$ cat config.mk
export PLATFORM = sky130hd
export DESIGN_NAME = bdp_accum
export DESIGN_NICKNAME = d
export VERILOG_FILES = /design/src/rtl/bdp_pkg.sv /design/src/rtl/bdp_psum_tree.sv /design/src/rtl/bdp_accum.sv
export SDC_FILE = /design/constraint.sdc
export NUM_CORES = 1
export LEC_CHECK = 0
export BUFFER_PORTS_ARGS = -buffer_cell sky130_fd_sc_hd__buf_2
export CELL_PAD_IN_SITES_DETAIL_PLACEMENT = 0
export CELL_PAD_IN_SITES_GLOBAL_PLACEMENT = 1
export CORE_ASPECT_RATIO = 1.5
export CORE_UTILIZATION = 52
export CTS_BUF_LIST = sky130_fd_sc_hd__clkbuf_2 sky130_fd_sc_hd__clkbuf_4 sky130_fd_sc_hd__clkbuf_8
export CTS_CLUSTER_SIZE = 20
export DETAILED_ROUTE_END_ITERATION = 10
export HOLD_SLACK_MARGIN = 0.05
export PLACE_DENSITY = 0.95
export SLEW_MARGIN = 20
export SYNTH_ARGS = -nofsm -noshare
export SYNTH_HDL_FRONTEND = slang
export SYNTH_HIERARCHICAL = 1
export SYNTH_SLANG_ARGS = --single-unit
$ cat constraint.sdc
create_clock -name clk -period 8.78 [get_ports clk]
set_clock_uncertainty 0.1 [all_clocks]
set_input_delay 1.317 -clock clk [delete_from_list [all_inputs] [get_ports clk]]
set_output_delay 1.317 -clock clk [all_outputs]
set_load 0.01 [all_outputs]
$ cat src/rtl/bdp_pkg.sv
// Shared width derivations and accumulator limit helpers for the bit-serial
// dot-product accumulator.
package bdp_pkg;

   // Lane product width: one extra bit so that negating the most negative
   // activation is exact.
   function automatic int prod_w(input int act_w);
      return act_w + 1;
   endfunction

   // Reduced sum width: the adder tree grows one bit per level.
   function automatic int sum_w(input int act_w, input int lanes);
      return act_w + 1 + $clog2(lanes);
   endfunction

   // Largest bit-plane shift.
   function automatic int shift_max(input int shift_w);
      return (1 << shift_w) - 1;
   endfunction

   // Most positive value of an acc_w-bit signed accumulator.
   function automatic longint acc_max(input int acc_w);
      return (longint'(1) <<< (acc_w - 1)) - 1;
   endfunction

   // Most negative value of an acc_w-bit signed accumulator.
   function automatic longint acc_min(input int acc_w);
      return -(longint'(1) <<< (acc_w - 1));
   endfunction

endpackage

$ cat src/rtl/bdp_psum_tree.sv
// Combinational reduction of one bit-plane beat: per-lane conditional
// (optionally negated) activation, summed by a balanced adder tree.
module bdp_psum_tree
   import bdp_pkg::*;
#(
   parameter int LANES = 8,
   parameter int ACT_W = 8
)(
   input  logic [LANES*ACT_W-1:0]        activations,
   input  logic [LANES-1:0]              weight_column,
   input  logic [LANES-1:0]              weight_sign,
   output logic [ACT_W+$clog2(LANES):0]  psum
);

   localparam int PROD_W = prod_w(ACT_W);
   localparam int SUM_W  = sum_w(ACT_W, LANES);

   // Heap-ordered tree: leaves at LANES-1..2*LANES-2, node k sums 2k+1 and 2k+2.
   // Every node is held at the final width, which is the same as extending
   // by one bit per level since no level can overflow its own width.
   logic signed [SUM_W-1:0] node [2*LANES-1];

   // Lane products and the adder tree.
   always_comb begin
      logic signed [ACT_W-1:0]  act;
      logic signed [PROD_W-1:0] ext;
      logic signed [PROD_W-1:0] prod;
      node = '{default: '0};
      for (int i = 0; i < LANES; i++) begin
         act  = $signed(activations[i*ACT_W +: ACT_W]);
         ext  = PROD_W'(act);
         prod = '0;
         if (weight_column[i])
            prod = weight_sign[i] ? -ext : ext;
         node[LANES-1+i] = SUM_W'(prod);
      end
      for (int k = LANES - 2; k >= 0; k--)
         node[k] = node[2*k+1] + node[2*k+2];
   end

   assign psum = node[0];

endmodule

$ cat src/rtl/bdp_accum.sv
// Bit-serial dot-product accumulator: register a beat, reduce and shift it
// by its bit-plane significance, then accumulate across a first..last frame.
// One global stall freezes the whole pipe while a result waits.
module bdp_accum
   import bdp_pkg::*;
#(
   parameter int LANES   = 8,
   parameter int ACT_W   = 8,
   parameter int SHIFT_W = 3,
   parameter int ACC_W   = 32,
   parameter bit SAT     = 1'b1
)(
   input  logic                     clk,
   input  logic                     rst_n,
   input  logic                     in_valid,
   output logic                     in_ready,
   input  logic                     in_first,
   input  logic                     in_last,
   input  logic [LANES*ACT_W-1:0]   activations,
   input  logic [LANES-1:0]         weight_column,
   input  logic [LANES-1:0]         weight_sign,
   input  logic [SHIFT_W-1:0]       shift_offset,
   output logic                     out_valid,
   input  logic                     out_ready,
   output logic [ACC_W-1:0]         result,
   output logic                     overflow
);

   localparam int SUM_W     = sum_w(ACT_W, LANES);
   localparam int SHIFT_MAX = shift_max(SHIFT_W);
   // The shifted product is kept at full precision even when ACC_W is
   // undersized, so saturation sees the true value rather than a wrapped one.
   localparam int P_W       = (ACC_W > SUM_W + SHIFT_MAX) ? ACC_W : SUM_W + SHIFT_MAX;
   localparam int X_W       = P_W + 1;

   localparam logic signed [ACC_W-1:0] ACC_MAX = ACC_W'(acc_max(ACC_W));
   localparam logic signed [ACC_W-1:0] ACC_MIN = ACC_W'(acc_min(ACC_W));
   localparam logic signed [X_W-1:0]   MAX_X   = X_W'(acc_max(ACC_W));
   localparam logic signed [X_W-1:0]   MIN_X   = X_W'(acc_min(ACC_W));

   // Returns {overflow, value}: exact add, range check against the ACC_W
   // limits, then clamp (SAT) or keep the low bits (wrap).
   function automatic logic [ACC_W:0] sat_add(input logic signed [ACC_W-1:0] a,
                                              input logic signed [P_W-1:0]   b);
      logic signed [X_W-1:0]   s;
      logic                    ovf;
      logic signed [ACC_W-1:0] v;
      s   = X_W'(a) + X_W'(b);
      ovf = (s > MAX_X) || (s < MIN_X);
      v   = s[ACC_W-1:0];
      if (ovf && SAT)
         v = s[X_W-1] ? ACC_MIN : ACC_MAX;
      return {ovf, v};
   endfunction

   logic                     en;
   logic                     vld_p0, first_p0, last_p0;
   logic [LANES*ACT_W-1:0]   act_p0;
   logic [LANES-1:0]         col_p0, sgn_p0;
   logic [SHIFT_W-1:0]       shift_p0;
   logic [SUM_W-1:0]         psum;
   logic signed [P_W-1:0]    shifted;
   logic                     vld_p1, first_p1, last_p1;
   logic signed [P_W-1:0]    prod_p1;
   logic signed [ACC_W-1:0]  acc, acc_base, acc_nx;
   logic                     ovf_acc, add_ovf, ovf_nx;

   assign en       = !(out_valid && !out_ready);
   assign in_ready = en;

   bdp_psum_tree #(
      .LANES (LANES),
      .ACT_W (ACT_W)
   ) u_tree (
      .activations   (act_p0),
      .weight_column (col_p0),
      .weight_sign   (sgn_p0),
      .psum          (psum)
   );

   assign shifted = P_W'($signed(psum)) <<< shift_p0;

   assign acc_base          = first_p1 ? '0 : acc;
   assign {add_ovf, acc_nx} = sat_add(acc_base, prod_p1);
   assign ovf_nx            = add_ovf | (!first_p1 & ovf_acc);

   // S1 control: beat valid and framing flags.
   always_ff @(posedge clk or negedge rst_n) begin
      if (!rst_n) begin
         vld_p0   <= 1'b0;
         first_p0 <= 1'b0;
         last_p0  <= 1'b0;
      end else if (en) begin
         vld_p0   <= in_valid;
         first_p0 <= in_first;
         last_p0  <= in_last;
      end
   end

   // S1 data: beat operands.
   always_ff @(posedge clk) begin
      if (en) begin
         act_p0   <= activations;
         col_p0   <= weight_column;
         sgn_p0   <= weight_sign;
         shift_p0 <= shift_offset;
      end
   end

   // S2 control: follows S1 through the reduction stage.
   always_ff @(posedge clk or negedge rst_n) begin
      if (!rst_n) begin
         vld_p1   <= 1'b0;
         first_p1 <= 1'b0;
         last_p1  <= 1'b0;
      end else if (en) begin
         vld_p1   <= vld_p0;
         first_p1 <= first_p0;
         last_p1  <= last_p0;
      end
   end

   // S2 data: reduced and shifted bit-plane contribution.
   always_ff @(posedge clk) begin
      if (en)
         prod_p1 <= shifted;
   end

   // S3: accumulate, publish on last, and restart from zero for the next frame.
   always_ff @(posedge clk or negedge rst_n) begin
      if (!rst_n) begin
         acc       <= '0;
         ovf_acc   <= 1'b0;
         result    <= '0;
         overflow  <= 1'b0;
         out_valid <= 1'b0;
      end else if (en) begin
         out_valid <= vld_p1 && last_p1;
         if (vld_p1) begin
            if (last_p1) begin
               result   <= acc_nx;
               overflow <= ovf_nx;
               acc      <= '0;
               ovf_acc  <= 1'b0;
            end else begin
               acc      <= acc_nx;
               ovf_acc  <= ovf_nx;
            end
         end
      end
   end

endmodule

==> results.ini, run 1 <==
[outcome]
status=complete, no violations

[clocking]
cts_buffers=17
path_clk_slew_ns=0.11
htreeDepth=4
root_buffer=clkbuf_8
clk_latency_ns=0.49
cts_tree=built
clock-sinks=175
clock_path_buffers=2
post-cts-setup-buffer-count=0
ctsHoldBuffers=0
cts_resized=0

[final_layout]
final_area_um2=13200
finalNonFillerCells=1570
layout_commonest_cell=nand2_1
fillers=1979
final_cell_mix=127 x nand2_1, 123 x buf_2, 102 x edfxtp_1
antenna_cells=0
nets=1480
drive_above_1_share_pct=15.5
areaGrowthSynthToFinish_pct=10.1

[floorplan]
die_area_um2=23600
start_util_pct=53.2
rows=67
dieHeight_um=188
core_area_um2=22500
die_w_um=126
ios=124

[grt]
grt_pass1_wl_mm=44.2
grt_max_degree=74
antenna_found_initial=0
grt_use_total_pct=24.4
grt_pass1_vias=9282
overflow=0

[yosys]
synth-compound-area-share_pct=14.6
synth_seq_area_share_pct=40.9
synth_edf_count=102
synth_cells=1177
synth-simple-area-share_pct=15.5
synthAdderAreaFrac_pct=15.2
async_flop_share_pct=41.7
synth_xor_area_share_pct=6.08
yosys_most_used_dff=edfxtp_1
syn_area_um2=12000
avgSynthCellArea_um2=10.2
synth_top_family_by_area=simple AND/OR/NAND/NOR gates
synth_nets=1376
yosys_warnings=6
yosysUniqueCellTypes=76
ys_ff_latch=175
synthMuxAreaShare_pct=2.90

[routing]
drc=0
ant_nets=0
wl_per_cell_um=17.3
dr.pass1.iters=5
wl_mm=27.2
vias_per_cell=5.60
dr_total_vias=8785
drt_iter0_drc=429

[place]
post-dp-hpwl_mm=21.5
globalplace.congestion=0.873
place_area_um2=12800
placedCellCount=1538
io_buffer_count=123

[worst_setup_path]
path_class=flip-flop to flip-flop
r2r_end=prod_p1[10]
rr_startpoint=act_p0[32]
r2r_cells=19
crit_path_max_fanout=5
cp-end-kind=flip-flop
cp-startpoint=act_p0[32]
worstPathArrival_ns=6.30
regToRegSetupSlack_ns=2.61
endpoint=prod_p1[10]
cp.required_ns=8.91
start_kind=flip-flop

[sta]
tightest_slew_ns=0.934
setup_tns_ns=0
max_freq_mhz=162
slew_violations=0
rsz0062_at_grt=false
post-route-period-util_pct=70.2
max-slew-margin-rel_pct=37.8
hold_violations=0
setup_viol=0
period_needed_ns=6.17

[worst_hold_path]
hold_path.class=flip-flop to flip-flop
hold_start=result[31]

[job]
max_cap_violations=0

-- through the flow --
stage | worst slack (ns) | util (%) | hold slack [ns]
final | 2.61 | 58.6 | 0.385
after global routing | 2.25 | 58.6 | 0.409
after CTS | 2.61 | 58.6 | 0.392
after detailed placement | 2.62 | 56.8 | 0.368
after global placement | 2.70 | 56.8 | 0.358
after floorplan | 2.87 | - | 0.342
-- how the worst min path moves through the flow --
stage                             to  slack, ns  cells after the start
final                     result[31]       0.39                      2
after CTS                    acc[15]       0.39                      2
after floorplan              acc[31]       0.34                      2
after global routing      result[31]       0.41                      2
after global placement    result[31]       0.36                      2
after detailed placement     acc[15]       0.37                      2
-- sequential cells by signal (all words and copies together), names as in the netlist --
| register | count |
|---|---|
| acc | 32 |
| act_p0 | 64 |
| col_p0 | 8 |
| first_p0 | 1 |
| first_p1 | 1 |
| last_p0 | 1 |
| last_p1 | 1 |
| out_valid | 1 |
| overflow | 1 |
| ovf_acc | 1 |
| prod_p1 | 19 |
| result | 32 |
| sgn_p0 | 8 |
| shift_p0 | 3 |
| vld_p0 | 1 |
| vld_p1 | 1 |
-- synthesized netlist by cell type, types with 11 or more instances --
| cell | count | area (um2) |
|---|---|---|
| ha_1 | 52 | 651 |
| mux2i_1 | 20 | 200 |
| o211ai_1 | 11 | 82.6 |
| mux2_2 | 13 | 146 |
| a31oi_1 | 16 | 100 |
| o31ai_1 | 13 | 97.6 |
| and3_1 | 12 | 75.1 |
| buf_2 | 11 | 55.1 |
| xnor2_1 | 72 | 631 |
| nor2b_1 | 49 | 307 |
| dfrtp_1 | 73 | 1830 |
| nand3_1 | 12 | 60.1 |
| nand2b_1 | 17 | 106 |
| a21oi_1 | 43 | 215 |
| o21ai_1 | 38 | 190 |
| inv_1 | 99 | 372 |
| edfxtp_1 | 102 | 3060 |
| a22o_1 | 12 | 105 |
| xor2_1 | 11 | 96.3 |
| fa_1 | 58 | 1160 |
| and2_1 | 40 | 250 |
| nand2_1 | 127 | 477 |
| o21ai_0 | 59 | 295 |
| clkbuf_1 | 30 | 113 |
| nor2_1 | 54 | 203 |
-- final cells by class --
cell class	count	area (um2)	share of cell area, %
repair buffers	129	661	5.02
multi-input cells	858	6490	49.3
inverters	100	375	2.85
clock inverters	15	164	1.25
well taps	276	345	2.62
clock buffers	17	234	1.78
flip-flops and latches	175	4890	37.1
-- logic make-up after synthesis --
kind of cell | Yosys count
compound gates | 264
xor+xnor | 83
fa+ha+maj | 111
buf+inv | 144
flops | 175
mux | 33
simple gates | 367
-- per-layer routing --
metal  vias to the layer above  track usage (%)  wire length, um  share of wire [%]
met5                         -                0                0                  0
met4                         0             14.2             1310                4.8
met3                        72             3.59              602                2.2
met2                       179             48.9            15500                 57
met1                      4219             22.7             9800                 36
li1                       4315                -                -                  -
-- critical path, stage by stage, from the launching register on --
cell and delay [ns]:
edfxtp_1 0.38, inv_1 0.08, ha_1 0.24, or3_1 0.30, a21boi_0 0.52, fa_1 0.53
fa_1 0.50, fa_1 0.55, inv_1 0.05, fa_1 0.52, inv_1 0.04, ha_1 0.21
fa_1 0.41, a21o_1 0.19, a21oi_1 0.30, o21ai_0 0.17, xor2_1 0.19, mux2_2 0.29
o21ai_0 0.22, mux2i_1 0.11
Power of run 1 is left out: the tool's default activity adds up to more than one toggle a clock period on the data nets, which glitch-free logic cannot reach.
==> inputs of run 2 (changes only) <==
--- a/config.mk
+++ b/config.mk
@@ -5,16 +5,17 @@
 export SDC_FILE = /design/constraint.sdc
 export NUM_CORES = 1
 export LEC_CHECK = 0
+export ABC_AREA = 1
 export BUFFER_PORTS_ARGS = -buffer_cell sky130_fd_sc_hd__buf_2
 export CELL_PAD_IN_SITES_DETAIL_PLACEMENT = 0
 export CELL_PAD_IN_SITES_GLOBAL_PLACEMENT = 1
 export CORE_ASPECT_RATIO = 1.5
-export CORE_UTILIZATION = 52
+export CORE_UTILIZATION = 41
 export CTS_BUF_LIST = sky130_fd_sc_hd__clkbuf_2 sky130_fd_sc_hd__clkbuf_4 sky130_fd_sc_hd__clkbuf_8
 export CTS_CLUSTER_SIZE = 20
 export DETAILED_ROUTE_END_ITERATION = 10
 export HOLD_SLACK_MARGIN = 0.05
-export PLACE_DENSITY = 0.95
+export PLACE_DENSITY = 0.91
 export SLEW_MARGIN = 20
 export SYNTH_ARGS = -nofsm -noshare
 export SYNTH_HDL_FRONTEND = slang
==> constraint.sdc (replaced) <==
create_clock -name clk -period 5.2 [get_ports clk]
set_clock_uncertainty 0.1 [all_clocks]
set_input_delay 0.78 -clock clk [delete_from_list [all_inputs] [get_ports clk]]
set_output_delay 0.78 -clock clk [all_outputs]
set_load 0.01 [all_outputs]
==> run 2 against run 1 <==
  * Cell area up 16%
  * First-iteration DRC count up 25%
  * Maximum frequency up 21%
  * Synthesized cell count up 54%
  * Sequential cell count unchanged
  * Area after synthesis up 9.5%
  * Global-route usage down 2.5 points
  * Die area up 38%
  * Utilization down 9.6 points
  * Non-clock buffer count up 45
  * Cell count up 52%
  * Critical path type unchanged
==> results.ini, run 2 <==
[routing]
dr_total_vias=11691
met2RoutedLength_mm=18.8
dr.pass1.iters=5
ant_nets=0
drc=0
dr_wl_met3_um=879
wl_met1_mm=12.3
maxUsedRoutingLayer=met4
drt_iter0_drc=537
vias_per_cell=4.89
wl_mm=34.6
wl_per_cell_um=14.5

[floorplan]
rows=79
die_area_um2=32700
ios=124
start_util_pct=41.9
dieHeight_um=221
die_w_um=148
core_area_um2=31200

[yosys]
ys_ff_latch=175
synth_xor_area_share_pct=0.669
yosys_warnings=6
syn_area_um2=13100
synth_top_area_share_pct=23.4
synth_top_area_cell=edfxtp_1
synthMuxAreaShare_pct=0.153
yosys_most_used_dff=edfxtp_1
yosysUniqueCellTypes=42
async_flop_share_pct=41.7
synth_seq_area_share_pct=37.4
synth_cells=1817
synthAdderAreaFrac_pct=13.8
synth_area_leaders=edfxtp_1 23%, nand2_1 20%, dfrtp_1 14%
synth_edf_count=102
synth-simple-area-share_pct=30.9
synth-compound-area-share_pct=6.56
synth_nets=2016
avgSynthCellArea_um2=7.20
synth_top_family_by_area=simple AND/OR/NAND/NOR gates
yosys.cell_count.top_type=nand2_1
synth_common_cells=690 x nand2_1, 315 x inv_1, 138 x nor2_1, 118 x nand3_1, 102 x edfxtp_1

[sta]
post-route-period-util_pct=98.0
rsz0062_at_grt=true
max-slew-margin-rel_pct=36.6
setup_viol=0
holdWs_ns=0.247
setup_slack_ns=0.102
hold_violations=0
slew_violations=0
period_needed_ns=5.10
max_freq_mhz=196
tightest_slew_ns=0.946

[clocking]
cts_tree=built
clk_latency_ns=0.51
htreeDepth=4
cts_buffers=17
path_clk_slew_ns=0.11
ctsHoldBuffers=0
clock_path_buffers=2
clock-sinks=175
root_buffer=clkbuf_8

[grt]
grt_use_total_pct=21.9
overflow=0
antenna_found_initial=0
grt_max_degree=65
grt_pass1_wl_mm=55.2
grt_pass1_vias=11522

[final_layout]
antenna_cells=0
nets=2173
fillers=3150
layout_commonest_cell=nand2_1
drive_above_1_share_pct=17.0
reg.largest.list=act_p0 (64), acc (32), result (32)
areaGrowthSynthToFinish_pct=16.9
largest_reg_flops=64
top_register=act_p0
final_cell_mix=674 x nand2_1, 291 x inv_1, 125 x nor2_1

[place]
place_ws_ns=-0.169
io_buffer_count=123
post-dp-hpwl_mm=28.0
globalplace.congestion=0.925

[worst_setup_path]
cpMostUsedCell=nand2_1
crit_path_max_fanout=5
path_class=flip-flop to flip-flop
cp.required_ns=5.36
max_stage_delay_ns=0.58
worstPathArrival_ns=5.26
cp_top_family=adder cells
path_buf_inv=5
start_kind=flip-flop
cp-end-kind=flip-flop
slowest_stage=fa_1

[job]
max_cap_violations=0

[worst_hold_path]
hold_path.class=primary input to async pin

[outcome]
status=complete, no violations

## run 2: cell count changes after synthesis, sizes merged, moves of 18 or more
| cell | previous run | this run |
|---|---|---|
| a21oi | 44 | 76 |
| and2 | 41 | 1 |
| inv | 99 | 320 |
| mux2i | 20 | 2 |
| nand2 | 128 | 696 |
| nand3 | 12 | 119 |
| nor2 | 55 | 143 |
| nor2b | 49 | 0 |
| o21ai | 97 | 72 |
| xnor2 | 72 | 3 |
## run 2: stage by stage
step           cell area (um2)  setup TNS [ns]  utilization (%)  cells
2_1_floorplan            13100               0                -   1817
5_1_grt                  15300           -1.15             49.0   2392
6_report                 15300               0             49.0   2392
3_3_place_gp             14400          -0.534             46.0   2351
3_5_place_dp             14400           -1.57             46.0   2351
4_1_cts                  14900               0             47.7   2387
## run 2: final timing paths
path / startpoint / end / slack [ns] / cells past startpoint
max: act_p0[48] / prod_p1[17] / 0.10 / 28
min: rst_n / result[28] / 0.25 / 1
max reg2reg: act_p0[48] / prod_p1[17] / 0.10 / 28
min reg2reg: result[30] / result[30] / 0.38 / 2
max in group asynchronous: rst_n / acc[1] / 3.75 / 2
min in group clk: activations[46] / act_p0[46] / 0.33 / 1
## run 2: cell families after synthesis
logic type               count (synthesis)
AND/OR/NAND/NOR                        998
AO/OA/AOI/OAI                          163
flip-flops                             175
XOR/XNOR                                10
multiplexers                             2
buffers and inverters                  359
adder cells (fa/ha/maj)                110
## run 2: area by class of cell
cell class                 count  area (um2)  share of cell area (%)
sequential                   175        4890                    32.0
inverter                     323        1220                    7.96
clock buffer                  18         248                    1.62
multi-input combinational   1283        7270                    47.5
timing repair buffer         174        1010                    6.57
clock inverter                14         163                    1.06
tap                          405         507                    3.31
## run 2: layer usage
| layer | global-route usage, % | vias up |
|---|---|---|
| met5 | 0 | - |
| met4 | 16.2 | 0 |
| met3 | 2.64 | 99 |
| met2 | 41.6 | 286 |
| met1 | 21.3 | 5345 |
| li1 | - | 5961 |
## run 2: timing repair
| item | CTS | global route |
|---|---|---|
| endpoints found under the hold margin | 0 | 0 |
| setup endpoints to repair | 12 | 13 |
| gates resized for setup | 29 | 111 |
| gates cloned | 0 | 0 |
| setup buffers | 4 | 5 |
| pin swaps | 17 | 66 |
Power of run 2 is left out for the same reason.
